## config.mk

```make
export PLATFORM = sky130hd
export DESIGN_NAME = rgb_mode_sequencer
export DESIGN_NICKNAME = d
export VERILOG_FILES = /design/src/rtl/rgb_mode_sequencer.sv
export SDC_FILE = /design/constraint.sdc
export NUM_CORES = 1
export LEC_CHECK = 0
export CORE_MARGIN = 3
export CORE_UTILIZATION = 40
export CTS_BUF_LIST = sky130_fd_sc_hd__clkbuf_8 sky130_fd_sc_hd__clkbuf_16
export DETAILED_ROUTE_END_ITERATION = 10
export PLACE_DENSITY = 0.71
export SYNTH_ARGS = -nofsm -noshare
export SYNTH_HDL_FRONTEND = slang
export SYNTH_SLANG_ARGS = --single-unit
```

## constraint.sdc

```tcl
create_clock -name clk -period 18.8 [get_ports clk]
set_input_delay 2.82 -clock clk [delete_from_list [all_inputs] [get_ports clk]]
set_output_delay 2.82 -clock clk [all_outputs]
set_load 0.01 [all_outputs]
```

## src/rtl/rgb_mode_sequencer.sv

```systemverilog
// rtl/rgb_mode_sequencer.sv - key-driven RGB LED mode controller with colour stepping and breath setup
module rgb_mode_sequencer #(
  parameter int TICK_DIV    = 12000,
  parameter int DWELL_UNIT  = 100,
  parameter int BREATH_BASE = 1000
) (
  input  logic        clk,
  input  logic        rst,
  input  logic        key_pulse,
  input  logic [3:0]  speed,
  output logic [2:0]  mode,
  output logic [2:0]  color0,
  output logic [2:0]  color1,
  output logic        breath_en,
  output logic [24:0] breath_cnt_num,
  output logic        step_pulse
);

  localparam logic [2:0] M_OFF    = 3'd0;
  localparam logic [2:0] M_SOLID  = 3'd1;
  localparam logic [2:0] M_BREATH = 3'd2;
  localparam logic [2:0] M_CYCLE  = 3'd3;
  localparam logic [2:0] M_ALT    = 3'd4;

  localparam int PW = (TICK_DIV > 2) ? $clog2(TICK_DIV) : 1;
  localparam logic [PW-1:0] PRESC_LAST = PW'(TICK_DIV - 1);

  // Palette colours are active-low {B,G,R}
  function automatic logic [2:0] palette(input logic [2:0] i);
    case (i)
      3'd0:    palette = 3'b110;
      3'd1:    palette = 3'b100;
      3'd2:    palette = 3'b101;
      3'd3:    palette = 3'b001;
      3'd4:    palette = 3'b011;
      3'd5:    palette = 3'b010;
      default: palette = 3'b111;
    endcase
  endfunction

  function automatic logic [2:0] next_mode(input logic [2:0] m);
    case (m)
      M_OFF:    next_mode = M_SOLID;
      M_SOLID:  next_mode = M_BREATH;
      M_BREATH: next_mode = M_CYCLE;
      M_CYCLE:  next_mode = M_ALT;
      default:  next_mode = M_OFF;
    endcase
  endfunction

  logic [2:0]    mode_q, mode_d;
  logic [2:0]    idx_q, idx_d;
  logic          phase_q, phase_d;
  logic [PW-1:0] presc_q, presc_d;
  logic [15:0]   dwell_q, dwell_d;
  logic [3:0]    spd_q, spd_d;
  logic          first_q;
  logic          step_q, step_d;
  logic [2:0]    color0_q, color0_d;
  logic [2:0]    color1_q, color1_d;
  logic          breath_en_q, breath_en_d;
  logic [24:0]   breath_cnt_q, breath_cnt_d;

  logic [3:0]    spd_eff;
  logic [15:0]   dwell_len;
  logic          running;
  logic          tick;
  logic          step;
  logic [2:0]    idx_next;

  assign spd_eff   = (speed == 4'd0) ? 4'd1 : speed;
  assign dwell_len = 16'(spd_q) * 16'(DWELL_UNIT);
  assign running   = (mode_q == M_CYCLE) || (mode_q == M_ALT);
  assign tick      = running && (presc_q == PRESC_LAST);
  assign step      = tick && (dwell_q == dwell_len - 16'd1);
  assign idx_next  = (idx_q == 3'd5) ? 3'd0 : idx_q + 3'd1;

  // State and registered outputs; first_q lets speed be sampled on the first edge after reset release
  always_ff @(posedge clk or negedge rst) begin
    if (!rst) begin
      mode_q       <= M_OFF;
      idx_q        <= 3'd0;
      phase_q      <= 1'b0;
      presc_q      <= '0;
      dwell_q      <= 16'd0;
      spd_q        <= 4'd1;
      first_q      <= 1'b1;
      step_q       <= 1'b0;
      color0_q     <= 3'b111;
      color1_q     <= 3'b111;
      breath_en_q  <= 1'b0;
      breath_cnt_q <= 25'(BREATH_BASE);
    end else begin
      mode_q       <= mode_d;
      idx_q        <= idx_d;
      phase_q      <= phase_d;
      presc_q      <= presc_d;
      dwell_q      <= dwell_d;
      spd_q        <= spd_d;
      first_q      <= 1'b0;
      step_q       <= step_d;
      color0_q     <= color0_d;
      color1_q     <= color1_d;
      breath_en_q  <= breath_en_d;
      breath_cnt_q <= breath_cnt_d;
    end
  end

  // Next state: a key pulse overrides any coincident step and clears the step timers
  always_comb begin
    mode_d  = mode_q;
    idx_d   = idx_q;
    phase_d = phase_q;
    presc_d = '0;
    dwell_d = 16'd0;
    spd_d   = spd_q;
    step_d  = 1'b0;
    if (key_pulse) begin
      mode_d  = next_mode(mode_q);
      phase_d = 1'b0;
      spd_d   = spd_eff;
    end else if (running) begin
      presc_d = tick ? '0 : presc_q + PW'(1);
      dwell_d = step ? 16'd0 : (tick ? dwell_q + 16'd1 : dwell_q);
      if (step) begin
        step_d = 1'b1;
        spd_d  = spd_eff;
        if (mode_q == M_ALT) begin
          phase_d = ~phase_q;
          if (phase_q) idx_d = idx_next;
        end else begin
          idx_d = idx_next;
        end
      end
    end
    if (first_q) spd_d = spd_eff;
  end

  // Output decode from next state so colours land on the same edge as the mode/idx update
  always_comb begin
    color0_d     = 3'b111;
    color1_d     = 3'b111;
    breath_en_d  = 1'b0;
    breath_cnt_d = 25'(BREATH_BASE) * 25'(spd_d);
    case (mode_d)
      M_SOLID, M_CYCLE: begin
        color0_d = palette(idx_d);
        color1_d = palette(idx_d);
      end
      M_BREATH: breath_en_d = 1'b1;
      M_ALT: begin
        if (phase_d) color1_d = palette(idx_d);
        else         color0_d = palette(idx_d);
      end
      default: ;
    endcase
  end

  assign mode           = mode_q;
  assign color0         = color0_q;
  assign color1         = color1_q;
  assign breath_en      = breath_en_q;
  assign breath_cnt_num = breath_cnt_q;
  assign step_pulse     = step_q;

endmodule

```

==> results.yml <==
detailed_routing:
  wl_um: 7850
  drc: 0
  wire_per_inst_um: 13.8
  firstDrtPassIters: 4
  drt_iter0_drc: 104
  via_per_inst: 5.20
  routed-via-count: 2960
  antenna_left: 0
global_routing:
  grt_pass1_wl_um: 13400
  grt_overflow: 0
  grt_pass1_vias: 2945
  grt_max_degree: 60
  grt.total_usage_pct: 14.8
  antenna_found_initial: 0
setup_path:
  crit_slowest_cell: "dfstp_2"
  crit_fanout: 10
  reg2reg_slack_ps: 11950
  r2r_cells: 22
  cp_data_required_time_ps: 19060
  worstReg2RegEnd: "breath_cnt_num[13]$_DFF_PN0_"
  slowest_delay_ps: 620
  worstPathCellList: "inv_1, ha_1, ha_1, inv_1, fa_1, nor3b_2, nand2_1, or4_4, a2111oi_1, o311a_4, or3_1, mux2_1, inv_1, fa_1, fa_1, ha_1, a21oi_1, o21bai_1, a21oi_1, o21bai_1, a21oi_1, xnor2_1"
  timing.rr.start: "spd_q[0]$_DFF_PN1_"
  worstSetupPathType: "flop to flop"
  arrival_ps: 7110
  startpoint_type: "flop"
  end_kind: "flop"
synthesis:
  synth-main-ff-cell: "dfrtp_1"
  synth_edf_count: 0
  yosysWarnings: 0
  yosysSeqAreaShare_pct: 37.7
  async_flop_share_pct: 100
  avgSynthCellArea_um2: 9.68
  netlist_instances: 409
  ys_ff_latch: 59
  syn_area_um2: 3960
  synth_cell_types: 63
cells_and_area:
  diodes: 0
  fin_nets: 478
  final_cells: 569
  area_delta_synth_final_pct: 13.0
  final_layout_size_suffix_gt1_share_pct: 9.55
  utilization_pct: 47.5
placement:
  dp_cells: 553
  gp_congestion: 0.817
  dpl_worst_slack_ps: 11790
  place_hpwl_um: 5870
  portBuffers: 28
floorplan:
  die_h_um: 105
  die_w_um: 105
  start_util_pct: 42.0
  pin_count: 43
  die_area_um2: 11100
  rows: 35
  core-area_um2: 9420
clocking:
  htreeDepth: 3
  cts_tree: "done"
  clk_latency_ps: 340
  clockRootBuffer: "clkbuf_8"
  cts_buffer_depth: 2
  hold_buffers: 0
  clock_sinks: 59
  cts_setup_buffers: 0
  numCtsBuffers: 9
  cts_resized: 0
  clk_pin_slew_worst_paths_ps: 80
timing:
  hold_viol_final: 0
  maxSlewViolCount: 0
  finalSetupTns_ps: 0
  tightest_slew_ps: 754
  finalClockSkew_ps: 11.2
  maxSlewHeadroom_pct: 49.7
  finalCriticalPeriod_ps: 6850
  setup_viol: 0
  period_share_pct: 36.4
  max_freq_ghz: 0.146
  setup_ws_ps: 11950
  rsz0062_at_grt: "false"
hold_path:
  hold_path_depth: 1
  worstHoldEndpoint: "presc_q[0]$_DFF_PN0_"
  min_from: "presc_q[0]$_DFF_PN0_"
  hold_class: "flop to flop"
job:
  maxCapViolCount: 0
power:
  peakVddDrop_mv: 0.0888
  leakage_nw: 1.99
  power_density_nw_per_um2: 93.4
status:
  status: "completed"
per-layer routing:
metal | up-vias | track usage (%) | wire length, um
li1 | 1443 | - | -
met2 | 64 | 24.7 | 3810
met4 | 0 | 5.44 | 116
met5 | - | 0 | 0
met1 | 1444 | 18.8 | 3590
met3 | 9 | 3.25 | 338
power by group:
| group | leakage (nW) | internal [W] | switching [W] | total, W |
|---|---|---|---|---|
| clock network | 0.0962 | 0.0000620 | 0.0000549 | 0.000117 |
| registers | 0.759 | 0.000148 | 0.0000108 | 0.000159 |
| logic | 1.13 | 0.0000665 | 0.0000755 | 0.000142 |
how the worst max path moves through the flow:
| stage | from | to | depth (start not counted) | slack (ps) |
|---|---|---|---|---|
| floorplan | key_pulse | breath_cnt_num[13]$_DFF_PN0_ | 14 | 12560 |
| global placement | key_pulse | breath_cnt_num[13]$_DFF_PN0_ | 13 | 11970 |
| detailed placement | key_pulse | breath_cnt_num[13]$_DFF_PN0_ | 13 | 11790 |
| CTS | spd_q[0]$_DFF_PN1_ | breath_cnt_num[13]$_DFF_PN0_ | 22 | 11920 |
| global route | spd_q[0]$_DFF_PN1_ | breath_cnt_num[13]$_DFF_PN0_ | 22 | 11460 |
| finish | spd_q[0]$_DFF_PN1_ | breath_cnt_num[13]$_DFF_PN0_ | 22 | 11950 |
placed cells by master, fill, tap and decap left out, types with 3 or more instances in the layout:
master	instances
dfrtp_1	46
nor2_1	36
ha_1	28
clkdlybuf4s50_1	27
nand3_1	23
nand2_1	23
inv_1	21
xnor2_1	20
conb_1	15
xor2_1	13
o21ai_1	13
dfstp_2	13
a21o_1	12
a21oi_1	11
o21ai_0	10
nor2b_1	9
clkbuf_8	9
fa_1	8
nor3_1	7
or3_1	6
and3_1	6
nand2b_1	5
a31oi_1	5
nor3b_2	4
and3b_1	4
or2_2	3
o2111ai_1	3
or3b_1	3
nor4_1	3
and4_1	3
mux2_1	3
o21bai_1	3
nor3b_1	3
logic make-up (layout without fill, tap and decap cells):
group	count (synthesis)	after routing	synth area share, %
xor+xnor	33	33	7.30
mux	4	4	1.11
buf+inv	49	66	6.64
fa+ha+maj	36	36	12.9
flops	59	59	37.7
simple gates	150	150	21.0
other cells	1	15	0.0947
compound gates	77	77	13.2
registers in the layout, indices dropped and copies added (netlist names), 3 cells and up:
| register | cells |
|---|---|
| mode | 3 |
| idx_q | 3 |
| breath_cnt_num | 9 |
| spd_q | 4 |
| color0 | 3 |
| presc_q | 14 |
| dwell_q | 16 |
| color1 | 3 |
worst max-delay path, delay by kind of cell (launching register included):
| family | cells | cell delay (ps) |
|---|---|---|
| AO/OA/AOI/OAI | 7 | 1740 |
| XOR/XNOR | 1 | 130 |
| adder cells (fa/ha/maj) | 6 | 2440 |
| buffers and inverters | 3 | 280 |
| flip-flops | 1 | 620 |
| multiplexers | 1 | 440 |
| AND/OR/NAND/NOR | 4 | 1120 |
cell type report:
type / instances / area [um2]
fill: 889 / 4940
multi-input combinational: 315 / 2260
sequential: 59 / 1490
timing repair buffer: 29 / 283
tap: 129 / 161
clock buffer: 9 / 124
inverter: 21 / 78.8
clock inverter: 7 / 76.3
through the flow:
step | cell area [um2] | hold WS [ps] | power (W)
finish | 4470 | 496 | 0.000418
global route | 4470 | 528 | 0.000446
CTS | 4470 | 496 | 0.000422
detailed placement | 4270 | 485 | 0.000302
global placement | 4270 | 485 | 0.000297
floorplan | 4010 | 455 | 0.000250
synth_stat cells (all sizes together) (5+ instances only):
cell	count	area [um2]
nor3b	7	72.6
fa	8	160
nand3	23	115
o21ai	23	115
nor3	7	35.0
ha	28	350
dfstp	13	342
a21o	12	90.1
xor2	13	114
and3	7	48.8
or3	6	37.5
nand2b	5	31.3
inv	21	78.8
a21oi	11	55.1
buf	21	158
dfrtp	46	1150
xnor2	20	175
nor2b	9	56.3
nand2	23	86.3
a31oi	5	31.3
nor2	36	135
clkbuf	7	26.3
Note: power is estimated with default switching activity, not from simulation.
